<file path="src/rtl/fdc_drive_ctrl_if.sv">
// fdc_drive_ctrl_if: CoCo CPU-side bus of the floppy front-end.
// The master drives the register strobes and data; the slave returns readback and CPU control.
interface fdc_drive_ctrl_if;
    logic [7:0] CPU_DATA_IN;
    logic [1:0] CPU_ADDR;
    logic       CTRL_WR;
    logic [7:0] CTRL_RD_VALUE;
    logic       FDC_RD_REQ;
    logic       FDC_WR_REQ;
    logic       HALT;
    logic       NMI;

    modport master (
        output CPU_DATA_IN, CPU_ADDR, CTRL_WR, FDC_RD_REQ, FDC_WR_REQ,
        input  CTRL_RD_VALUE, HALT, NMI
    );

    modport slave (
        input  CPU_DATA_IN, CPU_ADDR, CTRL_WR, FDC_RD_REQ, FDC_WR_REQ,
        output CTRL_RD_VALUE, HALT, NMI
    );
endinterface

</file>
<file path="src/rtl/fdc_drive_ctrl.sv">
// fdc_drive_ctrl: CoCo bus front-end for one wd1793 serving NUM_DRIVES drives.
// Define FDC_MOTOR_TIMEOUT_EN to build the motor auto-stop counter; otherwise motor_on follows the register.
module fdc_drive_ctrl #(
    parameter int NUM_DRIVES = 3,
    parameter int CE_DIV     = 6,
    parameter int MOTOR_TO   = 16666666
) (
    input  logic                  CLK,
    input  logic                  RESET_N,
    fdc_drive_ctrl_if.slave       cpu,
    output logic                  fdc_ce,
    output logic                  fdc_rd,
    output logic                  fdc_wr,
    output logic [1:0]            fdc_addr,
    output logic [7:0]            fdc_din,
    input  logic                  fdc_drq,
    input  logic                  fdc_intrq,
    output logic [1:0]            drive_index,
    output logic                  motor_on,
    input  logic [NUM_DRIVES-1:0] img_mounted,
    input  logic                  img_readonly,
    input  logic [63:0]           img_size,
    output logic                  sel_wp,
    output logic                  sel_ready,
    output logic                  sel_ds,
    output logic                  sel_side,
    output logic [19:0]           sel_size,
    input  logic                  fdc_sd_rd,
    input  logic                  fdc_sd_wr,
    output logic                  fdc_sd_ack,
    output logic [NUM_DRIVES-1:0] sd_rd,
    output logic [NUM_DRIVES-1:0] sd_wr,
    input  logic [NUM_DRIVES-1:0] sd_ack
);

    typedef enum logic [1:0] {IDLE, ARMED, HOLD} state_t;

    state_t          state_q, state_d;
    logic            launch;
    logic [5:0]      ce_cnt_q;
    logic [7:0]      ctrl_q;
    logic [1:0]      sel;
    logic [1:0]      rd_sync_q, wr_sync_q;
    logic            rd_edge, wr_edge;
    logic            pend_v_q, pend_wr_q, op_wr_q;
    logic [1:0]      pend_addr_q, fdc_addr_q;
    logic [7:0]      pend_din_q, fdc_din_q;
    logic [NUM_DRIVES-1:0] mnt_q, mnt_fall, wp_q, ds_q, ready_q;
    logic [19:0]     size_q [NUM_DRIVES];
    logic [19:0]     size_x [4];
    logic [3:0]      wp_x, ds_x, ready_x, ack_x;
    logic            img_ds;
    logic            sd_rd_prev_q, sd_wr_prev_q, sd_rise;
    logic            lock_q, ack_prev_q, lock_ack, ack_fall;
    logic [1:0]      lock_sel_q;

    // Clock-enable divider for the wd1793 core
    assign fdc_ce = ce_cnt_q == 6'(CE_DIV - 1);

    always_ff @(posedge CLK or negedge RESET_N) begin
        if (!RESET_N) ce_cnt_q <= '0;
        else          ce_cnt_q <= fdc_ce ? '0 : ce_cnt_q + 6'd1;
    end

    // Control register; a pending INTRQ always wins over a write to halt_en
    always_ff @(posedge CLK or negedge RESET_N) begin
        if (!RESET_N) begin
            ctrl_q <= '0;
        end else begin
            if (cpu.CTRL_WR) ctrl_q <= cpu.CPU_DATA_IN;
            if (fdc_intrq)   ctrl_q[7] <= 1'b0;
        end
    end

    assign cpu.CTRL_RD_VALUE = ctrl_q;
    assign cpu.HALT          = ctrl_q[7] & ~fdc_drq;
    assign cpu.NMI           = ctrl_q[5] & fdc_intrq;

    always_comb begin
        drive_index = ctrl_q[0] ? 2'd1 : ctrl_q[1] ? 2'd2 : ctrl_q[2] ? 2'd3 : 2'd0;
        if (int'(drive_index) > NUM_DRIVES) drive_index = 2'd0;
    end

    assign sel = (drive_index == 2'd0) ? 2'd0 : drive_index - 2'd1;

    // CPU strobes are asynchronous; edges are taken on the first synchronizer flop
    assign rd_edge = rd_sync_q[0] & ~rd_sync_q[1];
    assign wr_edge = wr_sync_q[0] & ~wr_sync_q[1];

    always_ff @(posedge CLK or negedge RESET_N) begin
        if (!RESET_N) state_q <= IDLE;
        else          state_q <= state_d;
    end

    always_comb begin
        state_d = state_q;
        launch  = 1'b0;
        case (state_q)
            IDLE: begin
                if (pend_v_q) begin
                    state_d = ARMED;
                    launch  = 1'b1;
                end
            end
            ARMED:   state_d = fdc_ce ? HOLD : ARMED;
            HOLD:    state_d = IDLE;
            default: state_d = IDLE;
        endcase
    end

    always_ff @(posedge CLK or negedge RESET_N) begin
        if (!RESET_N) begin
            rd_sync_q   <= '0;
            wr_sync_q   <= '0;
            pend_v_q    <= 1'b0;
            pend_wr_q   <= 1'b0;
            pend_addr_q <= '0;
            pend_din_q  <= '0;
            op_wr_q     <= 1'b0;
            fdc_addr_q  <= '0;
            fdc_din_q   <= '0;
        end else begin
            rd_sync_q <= {rd_sync_q[0], cpu.FDC_RD_REQ};
            wr_sync_q <= {wr_sync_q[0], cpu.FDC_WR_REQ};
            if (launch) begin
                op_wr_q    <= pend_wr_q;
                fdc_addr_q <= pend_addr_q;
                fdc_din_q  <= pend_din_q;
            end
            // A fresh edge refills the slot even in the cycle the old one launches
            if (rd_edge | wr_edge) begin
                pend_v_q    <= 1'b1;
                pend_wr_q   <= wr_edge;
                pend_addr_q <= cpu.CPU_ADDR;
                pend_din_q  <= cpu.CPU_DATA_IN;
            end else if (launch) begin
                pend_v_q <= 1'b0;
            end
        end
    end

    assign fdc_rd   = (state_q != IDLE) & ~op_wr_q;
    assign fdc_wr   = (state_q != IDLE) & op_wr_q;
    assign fdc_addr = fdc_addr_q;
    assign fdc_din  = fdc_din_q;

    // Per-drive mount metadata, captured when the mount strobe falls
    assign mnt_fall = mnt_q & ~img_mounted;
    assign img_ds   = (img_size > 64'd368600) && (img_size < 64'd740000);

    always_ff @(posedge CLK or negedge RESET_N) begin
        if (!RESET_N) begin
            mnt_q   <= '0;
            wp_q    <= '1;
            ds_q    <= '0;
            ready_q <= '0;
            for (int i = 0; i < NUM_DRIVES; i++) size_q[i] <= '0;
        end else begin
            mnt_q <= img_mounted;
            for (int i = 0; i < NUM_DRIVES; i++) begin
                if (mnt_fall[i]) begin
                    wp_q[i]    <= img_readonly;
                    ds_q[i]    <= img_ds;
                    ready_q[i] <= 1'b1;
                    size_q[i]  <= img_size[19:0];
                end
            end
        end
    end

    assign wp_x    = 4'(wp_q);
    assign ds_x    = 4'(ds_q);
    assign ready_x = 4'(ready_q);
    assign ack_x   = 4'(sd_ack);

    for (genvar g = 0; g < 4; g++) begin : g_size
        if (g < NUM_DRIVES) begin : g_real
            assign size_x[g] = size_q[g];
        end else begin : g_pad
            assign size_x[g] = '0;
        end
    end

    assign sel_wp   = wp_x[sel];
    assign sel_ds   = ds_x[sel];
    assign sel_size = size_x[sel];
    assign sel_side = sel_ds & ctrl_q[6];

`ifdef FDC_MOTOR_TIMEOUT_EN
    logic [24:0] mcnt_q;
    logic        motor_q;

    // Register writes dominate; an FDC access keeps a running motor alive
    always_ff @(posedge CLK or negedge RESET_N) begin
        if (!RESET_N) begin
            motor_q <= 1'b0;
            mcnt_q  <= '0;
        end else if (cpu.CTRL_WR && cpu.CPU_DATA_IN[3]) begin
            motor_q <= 1'b1;
            mcnt_q  <= 25'(MOTOR_TO);
        end else if (cpu.CTRL_WR) begin
            motor_q <= 1'b0;
        end else if (launch && motor_q) begin
            mcnt_q <= 25'(MOTOR_TO);
        end else if (fdc_ce && motor_q) begin
            mcnt_q <= mcnt_q - 25'd1;
            if (mcnt_q == 25'd1) motor_q <= 1'b0;
        end
    end

    assign motor_on  = motor_q;
    assign sel_ready = ready_x[sel] & motor_q;
`else
    assign motor_on  = ctrl_q[3];
    assign sel_ready = ready_x[sel];
`endif

    // SD routing: the drive is frozen for a whole transfer, released by its ack falling
    assign sd_rise  = (fdc_sd_rd & ~sd_rd_prev_q) | (fdc_sd_wr & ~sd_wr_prev_q);
    assign lock_ack = ack_x[lock_sel_q];
    assign ack_fall = lock_q & ack_prev_q & ~lock_ack;

    always_ff @(posedge CLK or negedge RESET_N) begin
        if (!RESET_N) begin
            sd_rd_prev_q <= 1'b0;
            sd_wr_prev_q <= 1'b0;
            ack_prev_q   <= 1'b0;
            lock_q       <= 1'b0;
            lock_sel_q   <= '0;
        end else begin
            sd_rd_prev_q <= fdc_sd_rd;
            sd_wr_prev_q <= fdc_sd_wr;
            ack_prev_q   <= lock_q & lock_ack;
            if (ack_fall) begin
                lock_q <= 1'b0;
            end else if (!lock_q && sd_rise && drive_index != 2'd0) begin
                lock_q     <= 1'b1;
                lock_sel_q <= sel;
            end
        end
    end

    for (genvar g = 0; g < NUM_DRIVES; g++) begin : g_sd
        assign sd_rd[g] = lock_q & fdc_sd_rd & (lock_sel_q == 2'(g));
        assign sd_wr[g] = lock_q & fdc_sd_wr & (lock_sel_q == 2'(g));
    end

    assign fdc_sd_ack = lock_q & lock_ack;

endmodule

</file>
<file path="src/flat_wrapper.sv">
// flat-port wrapper written by rule: the top's interface ports become plain ports
module fdc_drive_ctrl_flat 
#(
    parameter int NUM_DRIVES = 3,
    parameter int CE_DIV     = 6,
    parameter int MOTOR_TO   = 16666666
)
  (CLK, RESET_N, fdc_ce, fdc_rd, fdc_wr, fdc_addr, fdc_din, fdc_drq, fdc_intrq, drive_index, motor_on, img_mounted, img_readonly, img_size, sel_wp, sel_ready, sel_ds, sel_side, sel_size, fdc_sd_rd, fdc_sd_wr, fdc_sd_ack, sd_rd, sd_wr, sd_ack, cpu_CPU_DATA_IN, cpu_CPU_ADDR, cpu_CTRL_WR, cpu_FDC_RD_REQ, cpu_FDC_WR_REQ, cpu_CTRL_RD_VALUE, cpu_HALT, cpu_NMI);
  fdc_drive_ctrl_if cpu_i ();
  input  logic CLK;
  input  logic RESET_N;
  output logic fdc_ce;
  output logic fdc_rd;
  output logic fdc_wr;
  output logic [1:0] fdc_addr;
  output logic [7:0] fdc_din;
  input  logic fdc_drq;
  input  logic fdc_intrq;
  output logic [1:0] drive_index;
  output logic motor_on;
  input  logic [NUM_DRIVES-1:0] img_mounted;
  input  logic img_readonly;
  input  logic [63:0] img_size;
  output logic sel_wp;
  output logic sel_ready;
  output logic sel_ds;
  output logic sel_side;
  output logic [19:0] sel_size;
  input  logic fdc_sd_rd;
  input  logic fdc_sd_wr;
  output logic fdc_sd_ack;
  output logic [NUM_DRIVES-1:0] sd_rd;
  output logic [NUM_DRIVES-1:0] sd_wr;
  input  logic [NUM_DRIVES-1:0] sd_ack;
  input wire logic [$bits(cpu_i.CPU_DATA_IN)-1:0] cpu_CPU_DATA_IN;
  input wire logic [$bits(cpu_i.CPU_ADDR)-1:0] cpu_CPU_ADDR;
  input wire logic [$bits(cpu_i.CTRL_WR)-1:0] cpu_CTRL_WR;
  input wire logic [$bits(cpu_i.FDC_RD_REQ)-1:0] cpu_FDC_RD_REQ;
  input wire logic [$bits(cpu_i.FDC_WR_REQ)-1:0] cpu_FDC_WR_REQ;
  output wire logic [$bits(cpu_i.CTRL_RD_VALUE)-1:0] cpu_CTRL_RD_VALUE;
  output wire logic [$bits(cpu_i.HALT)-1:0] cpu_HALT;
  output wire logic [$bits(cpu_i.NMI)-1:0] cpu_NMI;
  assign cpu_i.CPU_DATA_IN = cpu_CPU_DATA_IN;
  assign cpu_i.CPU_ADDR = cpu_CPU_ADDR;
  assign cpu_i.CTRL_WR = cpu_CTRL_WR;
  assign cpu_i.FDC_RD_REQ = cpu_FDC_RD_REQ;
  assign cpu_i.FDC_WR_REQ = cpu_FDC_WR_REQ;
  assign cpu_CTRL_RD_VALUE = cpu_i.CTRL_RD_VALUE;
  assign cpu_HALT = cpu_i.HALT;
  assign cpu_NMI = cpu_i.NMI;
  fdc_drive_ctrl #(.NUM_DRIVES(NUM_DRIVES), .CE_DIV(CE_DIV), .MOTOR_TO(MOTOR_TO)) u_core (.CLK(CLK), .RESET_N(RESET_N), .cpu(cpu_i), .fdc_ce(fdc_ce), .fdc_rd(fdc_rd), .fdc_wr(fdc_wr), .fdc_addr(fdc_addr), .fdc_din(fdc_din), .fdc_drq(fdc_drq), .fdc_intrq(fdc_intrq), .drive_index(drive_index), .motor_on(motor_on), .img_mounted(img_mounted), .img_readonly(img_readonly), .img_size(img_size), .sel_wp(sel_wp), .sel_ready(sel_ready), .sel_ds(sel_ds), .sel_side(sel_side), .sel_size(sel_size), .fdc_sd_rd(fdc_sd_rd), .fdc_sd_wr(fdc_sd_wr), .fdc_sd_ack(fdc_sd_ack), .sd_rd(sd_rd), .sd_wr(sd_wr), .sd_ack(sd_ack));
endmodule
</file>
<file path="config.mk">
export PLATFORM = sky130hd
export DESIGN_NAME = fdc_drive_ctrl_flat
export DESIGN_NICKNAME = d
export VERILOG_FILES = /design/src/rtl/fdc_drive_ctrl_if.sv /design/src/rtl/fdc_drive_ctrl.sv /design/src/flat_wrapper.sv
export SDC_FILE = /design/constraint.sdc
export NUM_CORES = 1
export LEC_CHECK = 0
export ABC_CLOCK_PERIOD_IN_PS = 1950
export BUFFER_PORTS_ARGS = -buffer_cell sky130_fd_sc_hd__buf_2
export CAP_MARGIN = 20
export CORE_AREA = 4 4 109 111
export DETAILED_ROUTE_END_ITERATION = 10
export DIE_AREA = 0 0 113 115
export MAX_ROUTING_LAYER = met4
export PLACE_DENSITY = 0.83
export SLEW_MARGIN = 5
export SYNTH_ARGS = -nofsm -noshare
export SYNTH_HDL_FRONTEND = slang
export SYNTH_SLANG_ARGS = --single-unit
</file>
<file path="constraint.sdc">
create_clock -name CLK -period 1.95 [get_ports CLK]
set_input_delay 0.195 -clock CLK [delete_from_list [all_inputs] [get_ports CLK]]
set_output_delay 0.195 -clock CLK [all_outputs]
set_load 0.005 [all_outputs]
</file>
* Yosys cells after proc, flatten, opt, wreduce, memory -nomap -nowiden
Cells that the tools add are included.
Storage, ports and cells: output and inout bits 57, bits in registers 121, logic and storage cells 116
Cells by class: $add $sub $neg 2, order comparisons 5, muxes and demuxes 27, eq/ne operators 5, bitwise logic cells 33, reduce and logical (&&, ||, !) cells 13
Operators by type and width (number):
- $gt 64x19->1 const B | 1
- $lt 64x20->1 const B | 1
- $bmux 20 s2 | 1
- $mux 20 | 2
- $and 1x1->1 | 20
- $mux 2 | 6
- $mux 1 | 11
- $reduce_bool 2->1 | 5
- $bmux 1 s2 | 4
- $mux 8 | 1
- $not 1->1 | 8
- $add 6x1->6 const B | 1
- $eq 6x3->1 const B | 1
- $logic_not 2->1 | 3
- $lt 2x3->1 const B | 2
- $mux 6 | 1
- $eq 2x1->1 const B | 2
- $pmux 2 s2 | 1
- $and 3x3->3 | 1
- $ge 3x3->1 const B | 1
- $logic_and 1x1->1 | 3
- $not 2->3 | 1
- $not 3->3 | 1
- $eq 2x2->1 const B | 1
- other kinds (5) | 6

* Depth between registers and ports, before layout
Gate-level depths: netlist of run 1.
word-level depth 9, gate-level depth with buffers 5, depth with buffers taken out 5

* Worst setup path before layout of run 1
No wires, ideal clock.
kind flip-flop to output port, from register u_core.ctrl_q[2], in the netlist u_core.cpu.CTRL_RD_VALUE[2], to output sel_side, cell stages (with the launch flop) 6, arrival 1286 ps, slack 469 ps, buffers on the path 1, data required time 1755 ps, cell sequence dfrtp_1 -> clkbuf_1 -> and2b_1 -> a21oi_1 -> o21ai_0 -> and2_1
On the way: word-level cells in the longest chain between the ends 8
RTL lines:
- start: declaration | line fdc_drive_ctrl.sv:41 | logic [7:0] ctrl_q;
- start signal: assignment | line fdc_drive_ctrl.sv:70 | if (cpu.CTRL_WR) ctrl_q <= cpu.CPU_DATA_IN;
- $mux 2 (*) (3 in series) | line fdc_drive_ctrl.sv:80 | drive_index = ctrl_q[0] ? 2'd1 : ctrl_q[1] ? 2'd2 : ctrl_q[2] ? 2'd3 : 2'd0;
- $sub 2x1->2 or $logic_not 2->1 (tied branches) | line fdc_drive_ctrl.sv:84 | assign sel = (drive_index == 2'd0) ? 2'd0 : drive_index - 2'd1;
- $mux 2 (*) | line fdc_drive_ctrl.sv:84
- $bmux 1 s2 (*) | line fdc_drive_ctrl.sv:185 | assign sel_ds = ds_x[sel];
- $mux 1 (implied by the code) (*) | line fdc_drive_ctrl.sv:185
- net sel_ds | line flat_wrapper.sv:26 | output logic sel_ds;
- $and 1x1->1 (*) | line fdc_drive_ctrl.sv:187 | assign sel_side = sel_ds & ctrl_q[6];
- end: declaration | line flat_wrapper.sv:27 | output logic sel_side;
The timed path passes the listed nets; every way through them passes the cells marked *. The select of a mux whose other input is x is not followed.

* Worst setup path in the final report of run 1
from register u_core.ctrl_q[0], in the netlist u_core.cpu.CTRL_RD_VALUE[0], to output sel_size[5]
On the way: word-level cells in the longest chain between the ends 7
RTL lines:
- $mux 2 (*) | line fdc_drive_ctrl.sv:80
- $sub 2x1->2 or $logic_not 2->1 (tied branches) | line fdc_drive_ctrl.sv:84
- $mux 2 (*) | line fdc_drive_ctrl.sv:84
- $not 2->3 (implied by the code) (*) | line fdc_drive_ctrl.sv:186 | assign sel_size = size_x[sel];
- $bmux 20 s2 (*) | line fdc_drive_ctrl.sv:186
- $mux 20 (implied by the code) (*) (2 in series) | line fdc_drive_ctrl.sv:186
- end: declaration | line flat_wrapper.sv:28 | output logic [19:0] sel_size;
Every way passes the cells marked *; elsewhere a longest branch is shown, timed or not. The select of a mux whose other input is x is not followed.

==> results of run 1 <==
[cells in the mapped netlist, types with 4 or more instances]
master | n | area (um^2)
dfrtp_1 | 118 | 2950
mux2_2 | 90 | 1010
nor2b_1 | 31 | 194
a21oi_1 | 27 | 135
o21ai_0 | 26 | 130
a22oi_1 | 24 | 180
nor2_1 | 19 | 71.3
clkbuf_1 | 17 | 63.8
nor4_1 | 11 | 68.8
nand2_1 | 10 | 37.5
buf_2 | 7 | 35.0
nand2b_1 | 6 | 37.5
nand3_1 | 5 | 25.0
nor3_1 | 4 | 20.0
or2_2 | 4 | 25.0
[flip-flops by register name, summed over array words and instances, names as in the netlist, 2 cells and up]
name,count
u_core.size_q,60
u_core.cpu.CTRL_RD_VALUE,8
u_core.fdc_din,8
u_core.pend_din_q,8
u_core.ce_cnt_q,6
u_core.ds_q,3
u_core.mnt_q,3
u_core.ready_q,3
u_core.wp_q,3
u_core.fdc_addr,2
u_core.lock_sel_q,2
u_core.pend_addr_q,2
u_core.rd_sync_q,2
u_core.state_q,2
u_core.wr_sync_q,2
[stage by stage]
stage | utilization (%) | setup slack, ns | std cells | total power [uW]
6_report | 68.3 | -0.0715 | 790 | 7410
5_1_grt | 68.3 | -0.114 | 790 | 7750
4_1_cts | 68.0 | -0.0742 | 788 | 7410
3_5_place_dp | 58.8 | 0.291 | 717 | 4340
3_3_place_gp | 58.8 | 0.334 | 717 | 4260
2_1_floorplan | - | 0.469 | 445 | 3740
[layout make-up]
cell class | instances | area, um^2 | area share, %
clock buffers | 18 | 428 | 5.80
multi-input cells | 296 | 2330 | 31.6
flip-flops and latches | 121 | 3030 | 41.1
inverters | 3 | 11.3 | 0.153
well taps | 140 | 175 | 2.38
clock inverters | 14 | 149 | 2.02
repair buffers | 198 | 1240 | 16.9
[logic make-up after synthesis]
group	count (synthesis)	share of synthesized area, %
flip-flops	121	55.7
adder cells (fa/ha/maj)	2	0.460
AO/OA/AOI/OAI	89	10.3
buffers and inverters	28	2.16
multiplexers	92	19.0
XOR/XNOR	4	0.644
AND/OR/NAND/NOR	109	11.7
[routing by layer]
| metal | track usage (%) | up-vias |
|---|---|---|
| met4 | 10.3 | 0 |
| li1 | - | 2005 |
| met2 | 39.4 | 175 |
| met5 | - | - |
| met3 | 5.16 | 43 |
| met1 | 28.0 | 2242 |
[critical path, cell delays in order, from the launching register on]
cell and delay, ns:
dfrtp_2 0.43, and2b_2 0.27, buf_12 0.16, a21oi_1 0.08, o21ai_1 0.20, buf_2 0.16
[worst max-delay path by stage]
stage | startpoint | endpoint | slack, ns | cells past startpoint
final | u_core.cpu.CTRL_RD_VALUE[0] | sel_size[5] | -0.07 | 5
after global placement | u_core.cpu.CTRL_RD_VALUE[0] | sel_size[5] | 0.33 | 5
after global routing | u_core.cpu.CTRL_RD_VALUE[0] | sel_size[5] | -0.11 | 5
after CTS | u_core.cpu.CTRL_RD_VALUE[0] | sel_size[5] | -0.07 | 5
after floorplan | u_core.cpu.CTRL_RD_VALUE[2] | sel_side | 0.47 | 5
after detailed placement | u_core.cpu.CTRL_RD_VALUE[0] | sel_size[5] | 0.29 | 5
[placed cells by master (no fill, tap or decap), drive strengths merged, types with 3 or more instances in the layout]
master / synthesis / routed
clkinv: 0 / 6
nand3: 5 / 5
clkinvlp: 0 / 4
dfstp: 3 / 3
or2: 4 / 4
and2: 3 / 3
clkbuf: 17 / 18
a41o: 3 / 3
a22oi: 24 / 24
nand2b: 6 / 6
nor4: 11 / 11
nor2b: 31 / 31
dlygate4sd3: 0 / 37
nor3: 4 / 4
dfrtp: 118 / 118
buf: 8 / 161
nor2: 20 / 20
mux2: 90 / 90
and3: 3 / 3
a21oi: 27 / 27
inv: 3 / 5
o21ai: 26 / 26
nand2: 10 / 10
xnor2: 3 / 3
[power groups by stage]
stage               sequential [uW]  clock [uW]  combinational [uW]
floorplan                      3050           0                 694
global placement               3080           0                1190
CTS                            3070        3020                1320
global route                   3120        3150                1480
finish                         3080        2980                1350
detailed placement             3110           0                1230
[repair_timing]
| action | 4_1_cts | 5_1_grt |
|---|---|---|
| hold buffers | 37 | 0 |
| pin swaps | 1 | 1 |
| setup endpoints to repair | 24 | 23 |
| setup buffers | 2 | 2 |
| gates resized for setup | 16 | 11 |
| endpoints found under the hold margin | 193 | 0 |
==> flow_metrics.py, run 1 <==
metrics = {
    "run_status": {
        "status": "complete, but fails checks",
        "violations": "setup timing",
    },
    "timing": {
        "fin_crit_sh_pct": 104,
        "fin_tns_setup_ns": -0.363,
        "worst_pin_slew_ns": 0.659,
        "setup_violations": 12,
        "hold_slack_ns": 0.0331,
        "relSlewSlack_pct": 56.1,
        "timing.fmax_mhz": 495,
        "finalHoldViolCount": 0,
        "rsz0062_at_grt": "yes",
        "fin_ws_ns": -0.0715,
        "slew_viol_final": 0,
        "fin_crit_ns": 2.02,
        "clock-skew-final_ns": 0.00484,
    },
    "logic_synthesis": {
        "yosysSeqAreaShare_pct": 55.7,
        "synthesis.area_um2": 5440,
        "synth_edf_count": 0,
        "syn_inst": 445,
        "synthFlopType": "dfrtp_1",
        "async_flop_share_pct": 100,
        "yosys.cell_types.count": 42,
        "ys_ff_latch": 121,
        "synth_area_per_cell_um2": 12.2,
        "ys_warn_count": 0,
        "synth_nets": 537,
    },
    "route": {
        "post_drt_wl_per_cell_um": 18.5,
        "drc": 0,
        "dr.first_iter.drc_count": 316,
        "drtAntennaViolNets": 0,
        "dr_total_vias": 4465,
        "wl_mm": 14.6,
        "wl_met2_mm": 7.51,
        "dr_wl_met3_um": 901,
        "top_layer_used": "met4",
        "wl_met1_mm": 5.83,
        "firstDrtPassIters": 4,
        "viasPerCell": 5.65,
    },
    "setup_path": {
        "r2r-end": "u_core.fdc_din[7]",
        "critPathCaptureType": "output port",
        "rr_startpoint": "u_core.state_q[1]",
        "worst-r2r-setup-slack_ns": 0.36,
        "worstSetupStartpointType": "flop",
        "arrival_ns": 1.83,
        "crit_type": "flop to output port",
        "worstPathMaxFanout": 15,
        "ff2ff_path_depth": 3,
        "required_ns": 1.75,
    },
    "power_and_ir_drop": {
        "power_frac_comb_pct": 18.2,
        "peakVddDrop_v": 0.000570,
        "p_sw_share_pct": 27.0,
        "internal_power_uw": 5410,
        "p_clk_share_pct": 40.2,
        "p_seq_share_pct": 41.6,
        "power.density_nw_per_um2": 1000,
        "leakage_uw": 0.00335,
        "switchingPower_uw": 2000,
    },
    "grt": {
        "grt_first_pass_wirelength_mm": 23.5,
        "grt_max_degree": 122,
        "grt_antenna_before_repair": 0,
        "first_global_vias": 4748,
        "gr-usage-all-layers_pct": 23.7,
        "globalRoute.totalOverflow": 0,
    },
    "cells_and_area": {
        "antennaDiodeCount": 0,
        "nFillCells": 750,
        "design_area_um2": 7370,
        "nets": 729,
        "syn2layout_area_growth_pct": 35.6,
        "drive_gt1_share_pct": 47.1,
    },
    "die": {
        "die_h_um": 115,
        "ios": 147,
        "die_width_um": 113,
        "fp-row-count": 38,
        "core_um2": 10800,
        "die_area_um2": 13000,
        "start_util_pct": 50.4,
    },
    "clocking": {
        "insertion_delay_ns": 0.52,
        "cts_buffers": 17,
        "cts_buffer_depth": 2,
        "root_buffer": "clkbuf_8",
        "path_clk_slew_ns": 0.06,
        "htree_levels": 4,
        "cts_tree": "done",
        "cts_sinks": 121,
    },
    "placed_design": {
        "finalWeightedCongestion": 0.862,
        "numPortBuffers": 146,
        "dp_hpwl_mm": 9.54,
        "place_area_um2": 6350,
    },
    "job": {
        "cap_violations": 0,
    },
    "worst_hold_path": {
        "min_path_cells": 2,
        "hold_class": "input pin to flop",
        "hold_start": "img_size[19]",
        "hold_end": "u_core.size_q[19]",
    },
}
Power figures use the tool's default switching activity.
==> run 2, diff against run 1 <==
Settings changed: ABC_CLOCK_PERIOD_IN_PS 1950 to 1700, CORE_AREA 4 4 109 111 to 4 4 113 115, DIE_AREA 0 0 113 115 to 0 0 117 119, PLACE_DENSITY 0.83 to 0.81, SKIP_LAST_GASP set to 1.
Clock period 1.95 ns to 1.7 ns, I/O delays scaled along.
==> run 2 against run 1 <==
The run still ends with setup timing left. Global-route usage decreased by 0.54 points. Routed wire length up 4.7%. Worst hold slack worse by 0.015 ns. Clock power up 19%. Final area about the same. Register-to-register slack worse by 0.21 ns. Sequential share of layout area about the same. Die area increased by 7.1%. Largest power group is now the clock network.
==> flow_metrics.py, run 2 (synthesis results as in run 1) <==
metrics = {
    "route": {
        "post_drt_wl_per_cell_um": 19.5,
        "wl_met2_mm": 7.99,
        "dr_wl_met3_um": 903,
        "dr_total_vias": 4440,
        "drtAntennaViolNets": 0,
        "drc": 0,
        "dr.first_iter.drc_count": 256,
        "wl_met1_mm": 6.02,
        "viasPerCell": 5.67,
        "top_layer_used": "met4",
        "firstDrtPassIters": 5,
        "wl_mm": 15.3,
    },
    "run_status": {
        "violations": "setup timing",
        "status": "complete, but fails checks",
    },
    "grt": {
        "grt_first_pass_wirelength_mm": 24.4,
        "first_global_vias": 4721,
        "gr-usage-all-layers_pct": 23.2,
        "globalRoute.totalOverflow": 0,
        "grt_antenna_before_repair": 0,
        "grt_max_degree": 43,
    },
    "clocking": {
        "cts_buffers": 17,
        "cts_tree": "done",
        "insertion_delay_ns": 0.40,
        "cts_sinks": 121,
        "root_buffer": "clkbuf_16",
        "path_clk_slew_ns": 0.05,
        "cts_buffer_depth": 2,
        "htree_levels": 4,
    },
    "setup_path": {
        "ff2ff_path_depth": 5,
        "worst-r2r-setup-slack_ns": 0.15,
        "worstPathMaxFanout": 8,
        "crit_type": "flop to output port",
        "r2r-end": "u_core.lock_q",
        "path_cells": "buf_12, and2b_4, buf_12, a21oi_2, o21ai_1, buf_2",
        "critPathCaptureType": "output port",
        "endpoint": "sel_ready",
        "critPathLaunch": "u_core.cpu.CTRL_RD_VALUE[0]",
        "worstSetupStartpointType": "flop",
        "rr_startpoint": "u_core.cpu.CTRL_RD_VALUE[0]",
        "critPathMaxStageDelay_ns": 0.42,
        "crit_path_top_delay_cell": "dfrtp_2",
        "required_ns": 1.53,
        "crit_top_cell": "buf_12",
        "arrival_ns": 1.80,
    },
    "timing": {
        "hold_slack_ns": 0.0182,
        "fin_crit_sh_pct": 116,
        "setup_violations": 25,
        "clock-skew-final_ns": 0.00847,
        "fin_ws_ns": -0.272,
        "worst_pin_slew_ns": 0.438,
        "fin_crit_ns": 1.97,
        "rsz0062_at_grt": "yes",
        "relSlewSlack_pct": 70.7,
        "timing.fmax_mhz": 507,
        "slew_viol_final": 0,
        "finalHoldViolCount": 0,
    },
    "placed_design": {
        "dp_hpwl_mm": 9.83,
        "dpl.cell_count": 730,
        "pre_cts_slack_ns": -0.335,
        "place_area_um2": 6450,
        "finalWeightedCongestion": 0.844,
        "numPortBuffers": 146,
    },
    "cells_and_area": {
        "nets": 716,
        "syn2layout_area_growth_pct": 35.6,
        "nFillCells": 914,
        "design_area_um2": 7380,
        "antennaDiodeCount": 0,
        "drive_gt1_share_pct": 51.1,
        "largest_reg_flops": 60,
        "regMostFlops": "u_core.size_q",
        "layout.cells.non_filler": 783,
        "final_cell_mix": "buf_2 (145), dfrtp_1 (117), mux2_2 (90), nor2b_1 (28), a22oi_1 (24)",
        "final_common_cell": "buf_2",
    },
    "job": {
        "cap_violations": 0,
    },
    "power_and_ir_drop": {
        "switchingPower_uw": 2240,
        "p_sw_share_pct": 25.7,
        "p_clk_share_pct": 40.9,
        "peakVddDrop_v": 0.000641,
        "p_seq_share_pct": 40.6,
        "power_frac_comb_pct": 18.5,
        "leakage_uw": 0.00336,
        "power.density_nw_per_um2": 1180,
        "internal_power_uw": 6470,
    },
    "die": {
        "core_um2": 11800,
        "die_area_um2": 13900,
        "start_util_pct": 46.1,
        "ios": 147,
        "die_h_um": 119,
        "fp-row-count": 40,
        "die_width_um": 117,
    },
    "worst_hold_path": {
        "hold_class": "input pin to flop",
    },
}
run 2: per-layer routing:
layer  vias up  track usage (%)
li1       1984                -
met2       179             37.9
met3        30             5.03
met5         -                -
met1      2247             28.2
met4         0             8.10
run 2: area by class of cell:
type / count / area [um^2] / area share (%)
sequential: 121 / 3030 / 41.1
multi-input combinational: 297 / 2390 / 32.4
timing repair buffer: 184 / 1180 / 16.0
clock buffer: 21 / 460 / 6.24
tap: 147 / 184 / 2.49
clock inverter: 10 / 125 / 1.70
inverter: 3 / 11.3 / 0.153
run 2: worst min path at each step:
stage | start | end | cells past startpoint
after floorplan | RESET_N | u_core.ack_prev_q | 0
after global placement | RESET_N | u_core.size_q[4] | 1
after detailed placement | RESET_N | u_core.size_q[4] | 1
after CTS | cpu_CPU_DATA_IN[3] | u_core.cpu.CTRL_RD_VALUE[3] | 2
after global routing | cpu_CPU_DATA_IN[7] | u_core.pend_din_q[7] | 2
final | cpu_CPU_DATA_IN[6] | u_core.pend_din_q[6] | 2
run 2: worst max-delay path: cells and delay by family (launching register included):
kind,cells,cell delay [ns]
and+or+nand+nor,1,0.30
buffers and inverters,3,0.43
AOI/OAI and AO/OA,2,0.24
DFF,1,0.42
run 2: repair_timing:
item / CTS / global route
pin swaps: 8 / 18
endpoints found under the hold margin: 32 / 1
cloned: 3 / 0
resized for setup: 26 / 28
hold buffers: 11 / 1
buffers inserted: 7 / 2
setup endpoints to repair: 24 / 29
run 2: power by group through the flow:
stage | logic (uW) | registers [uW] | clock network, uW
2_1_floorplan | 796 | 3490 | 0
3_3_place_gp | 1390 | 3520 | 0
3_5_place_dp | 1450 | 3560 | 0
4_1_cts | 1590 | 3520 | 3600
5_1_grt | 1760 | 3580 | 3760
6_report | 1610 | 3540 | 3560
run 2: metrics by stage:
stage	total power (uW)	TNS [ns]	util, %
2_1_floorplan	4290	0	-
3_3_place_gp	4910	-2.96	54.6
3_5_place_dp	5000	-3.07	54.6
4_1_cts	8710	-6.11	62.1
5_1_grt	9100	-7.06	62.5
6_report	8710	-5.24	62.5
==> run 3, diff against run 2 <==
Settings changed: ABC_AREA set to 1, CORE_AREA 4 4 113 115 to 4 4 112 114, DIE_AREA 0 0 117 119 to 0 0 116 118, PLACE_DENSITY 0.81 to 0.82.
==> run 3 against run 2 <==
The flow still finishes with violations (setup timing). Global-route usage is 0.81 points lower. Total power is 11% higher. Worst setup slack better by 0.12 ns. Core utilization is 2.8 points higher. Die area is 1.7% lower. Area after synthesis is 1.9% lower. Register-to-register slack better by 0.14 ns. Critical path depth is 3 higher. Sequential cell count stayed put. Largest cell class unchanged. Largest power group unchanged.
==> flow_metrics.py, run 3 <==
metrics = {
    "power_and_ir_drop": {
        "power.density_nw_per_um2": 1290,
        "p_seq_share_pct": 37.1,
        "power_frac_comb_pct": 18.5,
        "p_clk_share_pct": 44.4,
        "switchingPower_uw": 2600,
        "p_sw_share_pct": 26.9,
        "internal_power_uw": 7050,
        "leakage_uw": 0.00387,
        "p_total_uw": 9640,
        "peakVddDrop_v": 0.00104,
    },
    "clocking": {
        "insertion_delay_ns": 0.41,
        "htree_levels": 4,
        "cts_buffer_depth": 2,
        "cts_tree": "done",
        "root_buffer": "clkbuf_16",
        "path_clk_slew_ns": 0.06,
        "cts_buffers": 17,
        "cts_sinks": 121,
    },
    "logic_synthesis": {
        "synth_edf_count": 0,
        "yosysSeqAreaShare_pct": 56.8,
        "ys_warn_count": 0,
        "netlist_top_cells_area": "dfrtp_1 (55%), nand2_1 (15%), o21ai_1 (7.3%)",
        "yosys.cell_types.count": 34,
        "synth.most_common_cell": "nand2_1",
        "ys_ff_latch": 121,
        "synth_area_per_cell_um2": 8.26,
        "synthesis.area_um2": 5340,
        "async_flop_share_pct": 100,
        "synth_top_area_share_pct": 55.3,
        "synthFlopType": "dfrtp_1",
        "syn_inst": 646,
        "synth_top_area_cell": "dfrtp_1",
        "synth_nets": 738,
        "netlist_top_cells_count": "nand2_1 (208), dfrtp_1 (118), o21ai_1 (78)",
    },
    "timing": {
        "worst_pin_slew_ns": 0.456,
        "fin_crit_ns": 1.86,
        "setup_violations": 24,
        "fin_crit_sh_pct": 109,
        "slew_viol_final": 0,
        "fin_tns_setup_ns": -2.37,
        "rsz0062_at_grt": "yes",
        "finalHoldViolCount": 0,
        "fin_ws_ns": -0.156,
        "relSlewSlack_pct": 69.5,
        "hold_slack_ns": 0.0176,
        "timing.fmax_mhz": 539,
        "clock-skew-final_ns": 0.00777,
    },
    "setup_path": {
        "arrival_ns": 1.69,
        "ff2ff_path_depth": 9,
        "worst-r2r-setup-slack_ns": 0.29,
        "worstPathMaxFanout": 6,
        "r2r-end": "u_core.lock_sel_q[0]",
        "endpoint": "sel_size[13]",
        "critPathCaptureType": "output port",
        "required_ns": 1.53,
        "critPathLaunch": "u_core.cpu.CTRL_RD_VALUE[2]",
        "worstSetupStartpointType": "flop",
        "crit_type": "flop to output port",
        "rr_startpoint": "u_core.cpu.CTRL_RD_VALUE[2]",
    },
    "cells_and_area": {
        "drive_gt1_share_pct": 29.3,
        "largest_reg_flops": 60,
        "final_common_cell": "nand2_1",
        "nFillCells": 939,
        "final_cell_mix": "nand2_1 (200), buf_2 (143), dfrtp_1 (118), o21ai_1 (78), inv_1 (62)",
        "syn2layout_area_growth_pct": 39.5,
        "antennaDiodeCount": 0,
        "regMostFlops": "u_core.size_q",
        "nets": 924,
        "design_area_um2": 7450,
    },
    "placed_design": {
        "place_area_um2": 6320,
        "finalWeightedCongestion": 0.827,
        "dp_hpwl_mm": 9.45,
        "pre_cts_slack_ns": 0.253,
        "numPortBuffers": 146,
    },
    "grt": {
        "globalRoute.totalOverflow": 0,
        "first_global_vias": 4949,
        "grt_antenna_before_repair": 0,
        "grt_first_pass_wirelength_mm": 23.4,
        "grt_max_degree": 54,
        "gr-usage-all-layers_pct": 22.3,
    },
    "worst_hold_path": {
        "hold_class": "input pin to flop",
    },
    "route": {
        "firstDrtPassIters": 5,
        "post_drt_wl_per_cell_um": 14.8,
        "drtAntennaViolNets": 0,
        "dr_total_vias": 4924,
        "drc": 0,
        "dr.first_iter.drc_count": 413,
        "viasPerCell": 4.98,
        "wl_mm": 14.6,
    },
    "die": {
        "die_area_um2": 13700,
        "ios": 147,
        "die_width_um": 116,
        "die_h_um": 118,
        "fp-row-count": 39,
        "start_util_pct": 46.7,
        "core_um2": 11400,
    },
    "job": {
        "cap_violations": 0,
    },
    "run_status": {
        "status": "complete, but fails checks",
        "violations": "setup timing",
    },
}
[run 3: final cells by class]
type	instances	area (um^2)	share of cell area, %
Clock inverter	14	269	3.61
Tap cell	143	179	2.40
Sequential cell	121	3030	40.7
Clock buffer	18	439	5.90
Timing Repair Buffer	191	1260	16.9
Inverter	71	267	3.58
Multi-Input combinational cell	430	2000	26.9
[run 3: power groups by stage]
stage	sequential (uW)	clock [uW]	combinational, uW
6_report	3580	4280	1790
5_1_grt	3620	4460	2030
4_1_cts	3570	4320	1740
3_5_place_dp	3600	0	1620
3_3_place_gp	3590	0	1570
2_1_floorplan	3570	0	878
[run 3: metal layers]
layer | wire length (um) | vias to the layer above | part of all wire (%) | global-route usage [%]
li1 | - | 2416 | - | -
met1 | 5980 | 2306 | 41 | 26.3
met2 | 7490 | 175 | 51 | 37.1
met3 | 858 | 27 | 5.9 | 4.58
met4 | 293 | 0 | 2.0 | 9.14
met5 | 0 | - | 0 | -
[run 3: how the worst min path moves through the flow]
stage                       startpoint  depth (start not counted)                     to
floorplan                      RESET_N                          0      u_core.ack_prev_q
global placement               RESET_N                          1      u_core.size_q[27]
detailed placement             RESET_N                          1       u_core.size_q[7]
CTS                 cpu_CPU_DATA_IN[0]                          3   u_core.pend_din_q[0]
global route        cpu_CPU_DATA_IN[0]                          3   u_core.pend_din_q[0]
finish                 cpu_CPU_ADDR[0]                          3  u_core.pend_addr_q[0]
[run 3: metrics by stage]
stage                     util [%]  instances
after floorplan                  -        646
after global placement        55.3        922
after detailed placement      55.3        922
after CTS                     64.3        978
after global routing          65.2        988
final                         65.2        988
[run 3: timing repair]
action | CTS | global route
endpoints found under the hold margin | 40 | 0
endpoints found under the setup margin | 24 | 25
setup buffers | 7 | 9
gates resized for setup | 18 | 8
pin swaps | 4 | 2
hold buffers | 15 | 0
gates cloned | 2 | 2
[run 3: logic make-up (layout without fill, tap and decap cells)]
logic type	count (synthesis)	in the layout	share of synthesized area [%]
AO/OA/AOI/OAI	105	105	10.2
flip-flops	121	121	56.8
adder cells (fa/ha/maj)	2	2	0.469
multiplexers	3	3	0.633
buffers and inverters	95	294	6.94
AND/OR/NAND/NOR	318	318	24.7
XOR/XNOR	2	2	0.328
[run 3: critical path: stages (launching register included)]
cell,delay [ns]
dfrtp_1,0.41
inv_2,0.05
nand2_2,0.09
nand2_4,0.08
nor2_4,0.13
buf_4,0.14
buf_6,0.11
nand2_1,0.05
nand3_1,0.08
buf_2,0.12
